**src/rtl/conv_pkg.sv**
```systemverilog
// Shared definitions for the convolution psum collector: default sizes,
// FSM state encoding and signed saturation limits.
package conv_pkg;

    localparam int unsigned DATA_W_DEF = 16;
    localparam int unsigned PE_DIM_DEF = 3;

    typedef enum logic [1:0] {
        IDLE  = 2'd0,
        ACCUM = 2'd1,
        DRAIN = 2'd2
    } state_e;

    // Largest signed value representable in w bits
    function automatic longint sat_max(input int unsigned w);
        return (longint'(1) <<< (w - 1)) - longint'(1);
    endfunction

    // Most negative signed value representable in w bits
    function automatic longint sat_min(input int unsigned w);
        return -(longint'(1) <<< (w - 1));
    endfunction

    localparam logic [DATA_W_DEF-1:0] SAT_MAX_DEF = DATA_W_DEF'(sat_max(DATA_W_DEF));
    localparam logic [DATA_W_DEF-1:0] SAT_MIN_DEF = DATA_W_DEF'(sat_min(DATA_W_DEF));

endpackage

```
**src/rtl/psum_col_adder.sv**
```systemverilog
// Vertical reduction of three PE psums into one output pixel: signed add
// with two guard bits, saturation to DATA_W, optional fused ReLU
// (enabled by defining PSUM_ACCUM_RELU_EN).
module psum_col_adder
    import conv_pkg::*;
#(
    parameter int unsigned DATA_W = DATA_W_DEF
) (
    input  logic signed [DATA_W-1:0] a_i,
    input  logic signed [DATA_W-1:0] b_i,
    input  logic signed [DATA_W-1:0] c_i,
    output logic signed [DATA_W-1:0] sum_o
);

    localparam int unsigned SUM_W = DATA_W + 2;
    localparam logic signed [SUM_W-1:0] MAX_V = SUM_W'(sat_max(DATA_W));
    localparam logic signed [SUM_W-1:0] MIN_V = SUM_W'(sat_min(DATA_W));

    logic signed [SUM_W-1:0]  wide;
    logic signed [DATA_W-1:0] sat;

    // Sign-extended sum, clamp to DATA_W range, then optional ReLU
    always_comb begin
        wide = $signed({{2{a_i[DATA_W-1]}}, a_i})
             + $signed({{2{b_i[DATA_W-1]}}, b_i})
             + $signed({{2{c_i[DATA_W-1]}}, c_i});
        if (wide > MAX_V) begin
            sat = MAX_V[DATA_W-1:0];
        end else if (wide < MIN_V) begin
            sat = MIN_V[DATA_W-1:0];
        end else begin
            sat = wide[DATA_W-1:0];
        end
`ifdef PSUM_ACCUM_RELU_EN
        sum_o = sat[DATA_W-1] ? '0 : sat;
`else
        sum_o = sat;
`endif
    end

endmodule

```
**src/rtl/conv_psum_accum.sv**
```systemverilog
// Collects PE-array psum beats column by column into a 3x3 output tile,
// then streams the tile row-major over valid/ready. Optional fused ReLU
// is selected by the PSUM_ACCUM_RELU_EN macro (see psum_col_adder).
module conv_psum_accum
    import conv_pkg::*;
#(
    parameter int unsigned DATA_W = DATA_W_DEF,
    parameter int unsigned PE_DIM = PE_DIM_DEF
) (
    input  logic                            clk,
    input  logic                            rst,
    input  logic                            psum_valid,
    input  logic [PE_DIM*PE_DIM*DATA_W-1:0] psum_in,
    input  logic                            psum_last,
    output logic                            psum_ready,
    output logic                            out_valid,
    input  logic                            out_ready,
    output logic [DATA_W-1:0]               out_data,
    output logic [1:0]                      out_row,
    output logic [1:0]                      out_col,
    output logic                            out_last,
    output logic                            busy,
    output logic                            err
);

    localparam logic [1:0] LAST_IDX = 2'(PE_DIM - 1);

    state_e                   state_q;
    logic [1:0]               col_q;
    logic signed [DATA_W-1:0] tile_q [PE_DIM][PE_DIM];
    logic signed [DATA_W-1:0] col_sum [PE_DIM];

    logic                     psum_ready_q;
    logic                     out_valid_q;
    logic signed [DATA_W-1:0] out_data_q;
    logic [1:0]               out_row_q;
    logic [1:0]               out_col_q;
    logic                     out_last_q;
    logic                     busy_q;
    logic                     err_q;

    logic                     accept;
    logic                     tile_end;
    logic [1:0]               adv_row;
    logic [1:0]               adv_col;

    // One adder per output row j, summing PE[0..2][j]
    for (genvar j = 0; j < PE_DIM; j++) begin : g_row
        psum_col_adder #(.DATA_W(DATA_W)) u_add (
            .a_i   ($signed(psum_in[(0*PE_DIM + j)*DATA_W +: DATA_W])),
            .b_i   ($signed(psum_in[(1*PE_DIM + j)*DATA_W +: DATA_W])),
            .c_i   ($signed(psum_in[(2*PE_DIM + j)*DATA_W +: DATA_W])),
            .sum_o (col_sum[j])
        );
    end

    assign accept   = psum_valid && psum_ready_q;
    assign tile_end = (col_q == LAST_IDX) || psum_last;

    // Next row-major drain position; out_row_q/out_col_q double as the drain index
    always_comb begin
        adv_row = out_row_q;
        adv_col = out_col_q + 2'd1;
        if (out_col_q == LAST_IDX) begin
            adv_row = out_row_q + 2'd1;
            adv_col = 2'd0;
        end
    end

    // Tile FSM: accumulate columns, then drain one element per handshake
    always_ff @(posedge clk or posedge rst) begin
        if (rst) begin
            state_q      <= IDLE;
            col_q        <= 2'd0;
            psum_ready_q <= 1'b1;
            out_valid_q  <= 1'b0;
            out_data_q   <= '0;
            out_row_q    <= 2'd0;
            out_col_q    <= 2'd0;
            out_last_q   <= 1'b0;
            busy_q       <= 1'b0;
            err_q        <= 1'b0;
            for (int unsigned r = 0; r < PE_DIM; r++) begin
                for (int unsigned c = 0; c < PE_DIM; c++) begin
                    tile_q[2'(r)][2'(c)] <= '0;
                end
            end
        end else begin
            case (state_q)
                IDLE, ACCUM: begin
                    if (accept) begin
                        for (int unsigned j = 0; j < PE_DIM; j++) begin
                            tile_q[2'(j)][col_q] <= col_sum[j];
                        end
                        col_q  <= col_q + 2'd1;
                        busy_q <= 1'b1;
                        if (tile_end) begin
                            state_q      <= DRAIN;
                            psum_ready_q <= 1'b0;
                            if (psum_last && (col_q != LAST_IDX)) begin
                                err_q <= 1'b1;
                            end
                        end else begin
                            state_q <= ACCUM;
                        end
                    end
                end
                DRAIN: begin
                    if (!out_valid_q) begin
                        // First element presented one cycle after the tile closes
                        out_valid_q <= 1'b1;
                        out_data_q  <= tile_q[0][0];
                        out_row_q   <= 2'd0;
                        out_col_q   <= 2'd0;
                        out_last_q  <= 1'b0;
                    end else if (out_ready) begin
                        if (out_last_q) begin
                            state_q      <= IDLE;
                            col_q        <= 2'd0;
                            psum_ready_q <= 1'b1;
                            busy_q       <= 1'b0;
                            out_valid_q  <= 1'b0;
                            out_data_q   <= '0;
                            out_row_q    <= 2'd0;
                            out_col_q    <= 2'd0;
                            out_last_q   <= 1'b0;
                            for (int unsigned r = 0; r < PE_DIM; r++) begin
                                for (int unsigned c = 0; c < PE_DIM; c++) begin
                                    tile_q[2'(r)][2'(c)] <= '0;
                                end
                            end
                        end else begin
                            out_row_q  <= adv_row;
                            out_col_q  <= adv_col;
                            out_data_q <= tile_q[adv_row][adv_col];
                            out_last_q <= (adv_row == LAST_IDX) && (adv_col == LAST_IDX);
                        end
                    end
                end
                default: state_q <= IDLE;
            endcase
        end
    end

    assign psum_ready = psum_ready_q;
    assign out_valid  = out_valid_q;
    assign out_data   = out_data_q;
    assign out_row    = out_row_q;
    assign out_col    = out_col_q;
    assign out_last   = out_last_q;
    assign busy       = busy_q;
    assign err        = err_q;

endmodule

```
**config.mk**
```make
export PLATFORM = sky130hd
export DESIGN_NAME = conv_psum_accum
export DESIGN_NICKNAME = d
export VERILOG_FILES = /design/src/rtl/conv_pkg.sv /design/src/rtl/psum_col_adder.sv /design/src/rtl/conv_psum_accum.sv
export SDC_FILE = /design/constraint.sdc
export NUM_CORES = 1
export LEC_CHECK = 0
export ABC_CLOCK_PERIOD_IN_PS = 5100
export CAP_MARGIN = 20
export CORE_MARGIN = 5
export CORE_UTILIZATION = 40
export DETAILED_ROUTE_END_ITERATION = 16
export PLACE_DENSITY_LB_ADDON = 0.2
export SLEW_MARGIN = 10
export SYNTH_ARGS = -nofsm -noshare
export SYNTH_HDL_FRONTEND = slang
export SYNTH_SLANG_ARGS = --single-unit
```
**constraint.sdc**
```tcl
create_clock -name clk -period 5.1 [get_ports clk]
set_input_delay 0.765 -clock clk [delete_from_list [all_inputs] [get_ports clk]]
set_output_delay 0.765 -clock clk [all_outputs]
set_load 0.005 [all_outputs]
```
## Yosys cells after proc, flatten, opt, wreduce, memory -nomap -nowiden

Index checks and enable logic that the tools add are counted.

| cells by class | value |
|---|---|
| $add $sub $neg | 9 |
| $lt $le $gt $ge | 10 |
| equality and inequality tests | 13 |
| muxes and demuxes | 58 |
| bitwise logic cells | 3 |
| reductions and logical operators | 13 |

Operator list:

| cell | number |
|---|---|
| $mux W144 | 4 |
| $pmux W144 S2 | 1 |
| $mux W16 | 12 |
| $bwmux W48 | 3 |
| $bmux W48 S2 | 1 |
| $mux W48 | 2 |
| $add A17 B16 Y18 | 3 |
| $gt A18 B16 Y1 const B | 3 |
| $lt A18 B16 Y1 const B | 3 |
| $add A16 B16 Y17 | 3 |
| $bmux W16 S2 | 1 |
| $demux W16 S2 | 1 |
| $mux W2 | 14 |
| $mux W1 | 15 |
| $ne A2 B2 Y1 const B | 7 |
| $eq A2 B2 Y1 const B | 5 |
| $ge A3 B3 Y1 const B | 3 |
| $not A2 Y3 | 3 |
| $pmux W2 S2 | 2 |
| $reduce_and A4 Y1 | 2 |
| $add A2 B1 Y2 const B | 3 |
| $reduce_and A6 Y1 | 1 |
| $reduce_and A5 Y1 | 1 |
| $logic_and A1 B1 Y1 | 4 |
| other kinds (8) | 9 |

| word-level totals | value |
|---|---|
| bits in registers | 173 |
| bits of input ports | 149 |
| word-level logic and storage cells | 125 |

## Depth between registers and ports, before layout

| logic depth | value |
|---|---|
| depth after elaboration | 12 |
| gate-level depth with buffers | 15 |

## Hierarchy

A second synthesis with hierarchy kept.

| unflattened totals | value |
|---|---|
| cells, all modules | 1,132 |
| area, all modules | 12,039.0 um^2 |

By module, submodules not included:

| module | instances | cells each | area an instance (um^2) | seq. area each (um^2) |
|---|---|---|---|---|
| conv_psum_accum | 1 | 682 | 8,165.3 | 4,330.4 |
| psum_col_adder | 3 | 150 | 1,291.2 | 0.0 |

## Worst setup path after synthesis

OpenSTA, ideal clock, no wires.

| timing path | value |
|---|---|
| path type | input port to flip-flop |
| from | input port psum_in[1] |
| to | register tile_q[126] in the netlist's numbering |
| setup time | 0.126 ns |
| arrival | 3.836 ns |
| required time | 4.974 ns |
| setup slack | 1.138 ns |
| stages | 13 |
| path through | inv_1 -> fa_1 -> inv_1 -> ha_1 -> fa_1 -> a21o_1 -> nand3_1 -> a31oi_1 -> o211a_1 -> o32ai_2 -> o31a_1 -> nor2_1 -> a221o_1 |

| between the ends | value |
|---|---|
| cells in the longest elaborated chain, start to end | 8 |
| elaborated cells between the ends (all ways) | 9 |
| those cells by class | add/sub: 2; order compare: 2; mux: 5 |

Ends and longest elaborated chain:

| item | line | RTL |
|---|---|---|
| start: declaration | conv_psum_accum.sv:13 | `input logic [PE_DIM*PE_DIM*DATA_W-1:0] psum_in,` |
| $add A16 B16 Y17 * | psum_col_adder.sv:25 | `+ $signed({{2{b_i[DATA_W-1]}}, b_i})` |
| $add A17 B16 Y18 * | psum_col_adder.sv:26 | `+ $signed({{2{c_i[DATA_W-1]}}, c_i});` |
| $lt A18 B16 Y1 | psum_col_adder.sv:29 | `end else if (wide < MIN_V) begin` |
| $mux W16 | psum_col_adder.sv:29 |  |
| $mux W16 * | psum_col_adder.sv:27 | `if (wide > MAX_V) begin` |
| $bwmux W48 * | conv_psum_accum.sv:93 | `tile_q[2'(j)][col_q] <= col_sum[j];` |
| $mux W144 * | conv_psum_accum.sv:91 | `if (accept) begin` |
| $pmux W144 S2 * | conv_psum_accum.sv:89 | `case (state_q)` |
| end signal: indexed assignment | conv_psum_accum.sv:93 |  |
| end: declaration | conv_psum_accum.sv:30 | `logic signed [DATA_W-1:0] tile_q [PE_DIM][PE_DIM];` |

Every way passes the cells marked *; elsewhere a longest branch is shown, timed or not. The select of a mux whose other input is x is not followed.
A chain may end at the register's enable or synchronous reset.

## Worst setup path in the final report

| timing path | value |
|---|---|
| from | input port psum_in[17] |
| to | register tile_q[65] in the netlist's numbering |

Same word-level chain as after synthesis.

==> qor.yml <==
cap_violations: 0
synthesis.nets: 1476
fin_crit_sh_pct: 89.6
core_area_um2: 28800
synth-edff-count: 0
hold_ws_ns: 0.470
tns_ns: 0
insertion_delay_ns: 0.44
final_antenna_net_count: 0
grt_pass1_wl_um: 56600
final_cell_mix: "179 x nand2_1, 173 x clkdlybuf4s50_1, 172 x dfrtp_1"
status: "finished, final reports clean"
grt-ovfl-total: 0
crit_required_ns: 5.48
crit_type: "input pin to register"
fin_worst_skew_ns: 0.0117
rows: 62
dieArea_um2: 32800
rsz0062_at_grt: "false"
grt_max_degree: 174
nNetsFinal: 1617
cp-start-kind: "input pin"
cts_tree: "yes"
numPortBuffers: 173
diodes: 0
numCtsBuffers: 17
finalCriticalPeriod_ns: 4.57
dr.pass1.iters: 5
ys_types: 73
syn_to_final_growth_pct: 22.7
syn_avg_cell_area_um2: 9.55
die_w_um: 181
ys_ff_latch: 173
place_inst: 1730
path_cells: "clkdlybuf4s50_1, inv_1, fa_1, inv_1, ha_1, fa_1, a21o_1, a311o_1, a211oi_2, or2_4, xnor2_1, o21ai_4, nor3_2, a221o_1"
leakagePower_uw: 0.00624
gp_congestion: 0.933
syn_inst: 1225
drc_errors: 0
arrival_ns: 4.95
cts_max_level: 4
cts_resized: 0
wl_per_cell_um: 20.5
crit_fanout: 15
tightest_slew_ns: 1.07
async_flop_share_pct: 100
synth_top_area_cell: "dfrtp_1"
slew_viol_final: 0
via_count: 10600
irDropWorstVdd_mv: 0.231
holdCritPathClass: "register to register"
synth_top_flop_cell: "dfrtp_1"
slowest_stage: "nor3_2"
antenna_found_initial: 0
drive_gt1_share_pct: 6.74
num-fill-cells: 2717
clock_sinks: 173
hold_viol_final: 0
postCtsSetupBuffers: 0
ys_seq_area_share_pct: 37.0
drt-vias-per-instance: 5.99
initial_utilization_pct: 40.6
cts_root_buffer: "clkbuf_16"
drtIter0Drc: 1303
layout_commonest_cell: "nand2_1"
clkTransAtPathRegs_ns: 0.07
die_h_um: 181
io_pins: 174
grt_use_total_pct: 21.5
powerDensity_nw_per_um2: 278
cp-end-kind: "register"
slowest_delay_ns: 0.81
relSlewSlack_pct: 28.2
synth_top_area_share_pct: 36.8
clock_path_buffers: 2
hpwl_um: 27100
routed_wl_um: 36100
final-setup-viol-count: 0
grt_pass1_vias: 10100
synth_area_um2: 11700
fmax_mhz: 219
yosys-top-cells-area: "dfrtp_1 37%, fa_1 8.7%, a221o_1 6.2%"
cts_hold_buf: 0
synth_warnings: 0
instances_no_fill: 1763
## per-stage QoR
stage | area (um^2) | total power (uW) | utilization, % | worst slack (ns)
5_1_grt | 14300 | 4200 | 49.8 | 0.357
2_1_floorplan | 11700 | 2300 | - | 1.14
4_1_cts | 14300 | 3990 | 49.8 | 0.563
6_report | 14300 | 3990 | 49.8 | 0.529
3_5_place_dp | 13800 | 2710 | 47.8 | 0.0942
3_3_place_gp | 13700 | 2700 | 47.8 | 0.149
## Yosys cell counts (18+ instances only)
master    number
xnor2_1       26
a21oi_1      110
a31oi_1       23
clkbuf_1      52
o21ai_1       18
o21ai_0       89
ha_1          51
nand2_1      179
inv_1         42
o211ai_1      27
dfrtp_1      172
nand3_1       32
fa_1          51
a221o_1       73
nor2_1        39
## final cells by class
type / instances / area [um^2] / share of cell area, %
multi-input cells: 936 / 6880 / 47.9
flip-flops and latches: 173 / 4330 / 30.2
repair buffers: 196 / 1920 / 13.4
well taps: 384 / 480 / 3.35
clock buffers: 19 / 443 / 3.09
inverters: 42 / 161 / 1.13
clock inverters: 13 / 130 / 0.907
## cells by family (layout without fill, tap and decap cells)
| family | count (synthesis) | count (layout) | share of synthesized area (%) |
|---|---|---|---|
| AND/OR/NAND/NOR | 309 | 309 | 11.7 |
| flip-flops | 173 | 173 | 37.0 |
| buffers and inverters | 116 | 270 | 4.44 |
| AO/OA/AOI/OAI | 463 | 463 | 27.6 |
| multiplexers | 23 | 23 | 2.04 |
| XOR/XNOR | 39 | 39 | 2.92 |
| adder cells (fa/ha/maj) | 102 | 102 | 14.2 |
## layer usage
metal	vias to the layer above	global-route usage [%]	wire length (um)	part of all wire [%]
met2	491	32.4	16000	44
li1	4847	-	-	-
met5	-	0	0	0
met4	0	6.24	969	2.7
met1	5175	31.5	16100	45
met3	53	4.20	3030	8.4
## report_power, final
part	switching [uW]	leakage, uW	internal [uW]
logic	805	0.00360	525
clock network	595	0.000273	696
registers	0	0.00237	1370
total	1400	0.00624	2590
## registers in the layout, summed over array words and instances, names as in the netlist
| register | cells |
|---|---|
| busy | 1 |
| out_col | 2 |
| tile_q | 144 |
| state_q | 2 |
| err | 1 |
| out_row | 2 |
| out_last | 1 |
| out_valid | 1 |
| col_q | 2 |
| psum_ready | 1 |
| out_data | 16 |
## worst max-delay path, delay by kind of cell
family | cells | cell delay [ns]
and+or+nand+nor | 2 | 1.02
AOI/OAI and AO/OA | 5 | 1.31
xor gates and xnor gates | 1 | 0.16
buffers and inverters | 3 | 0.54
adders and majority gates | 3 | 1.14
## worst paths after layout
| check | start | to | slack [ns] | depth (start not counted) |
|---|---|---|---|---|
| max reg2reg | out_row[0]$_DFFE_PP0P_ | out_data[2]$_DFFE_PP0P_ | 2.01 | 8 |
| max in group asynchronous | rst | tile_q[23]$_DFFE_PP0P_ | 3.44 | 3 |
| min | err$_DFFE_PP0P_ | err$_DFFE_PP0P_ | 0.47 | 1 |
| min reg2reg | err$_DFFE_PP0P_ | err$_DFFE_PP0P_ | 0.47 | 1 |
| max | psum_in[17] | tile_q[65]$_DFFE_PP0P_ | 0.53 | 14 |
| min in group asynchronous | rst | err$_DFFE_PP0P_ | 0.92 | 3 |
(Power assumes the default switching activity.)
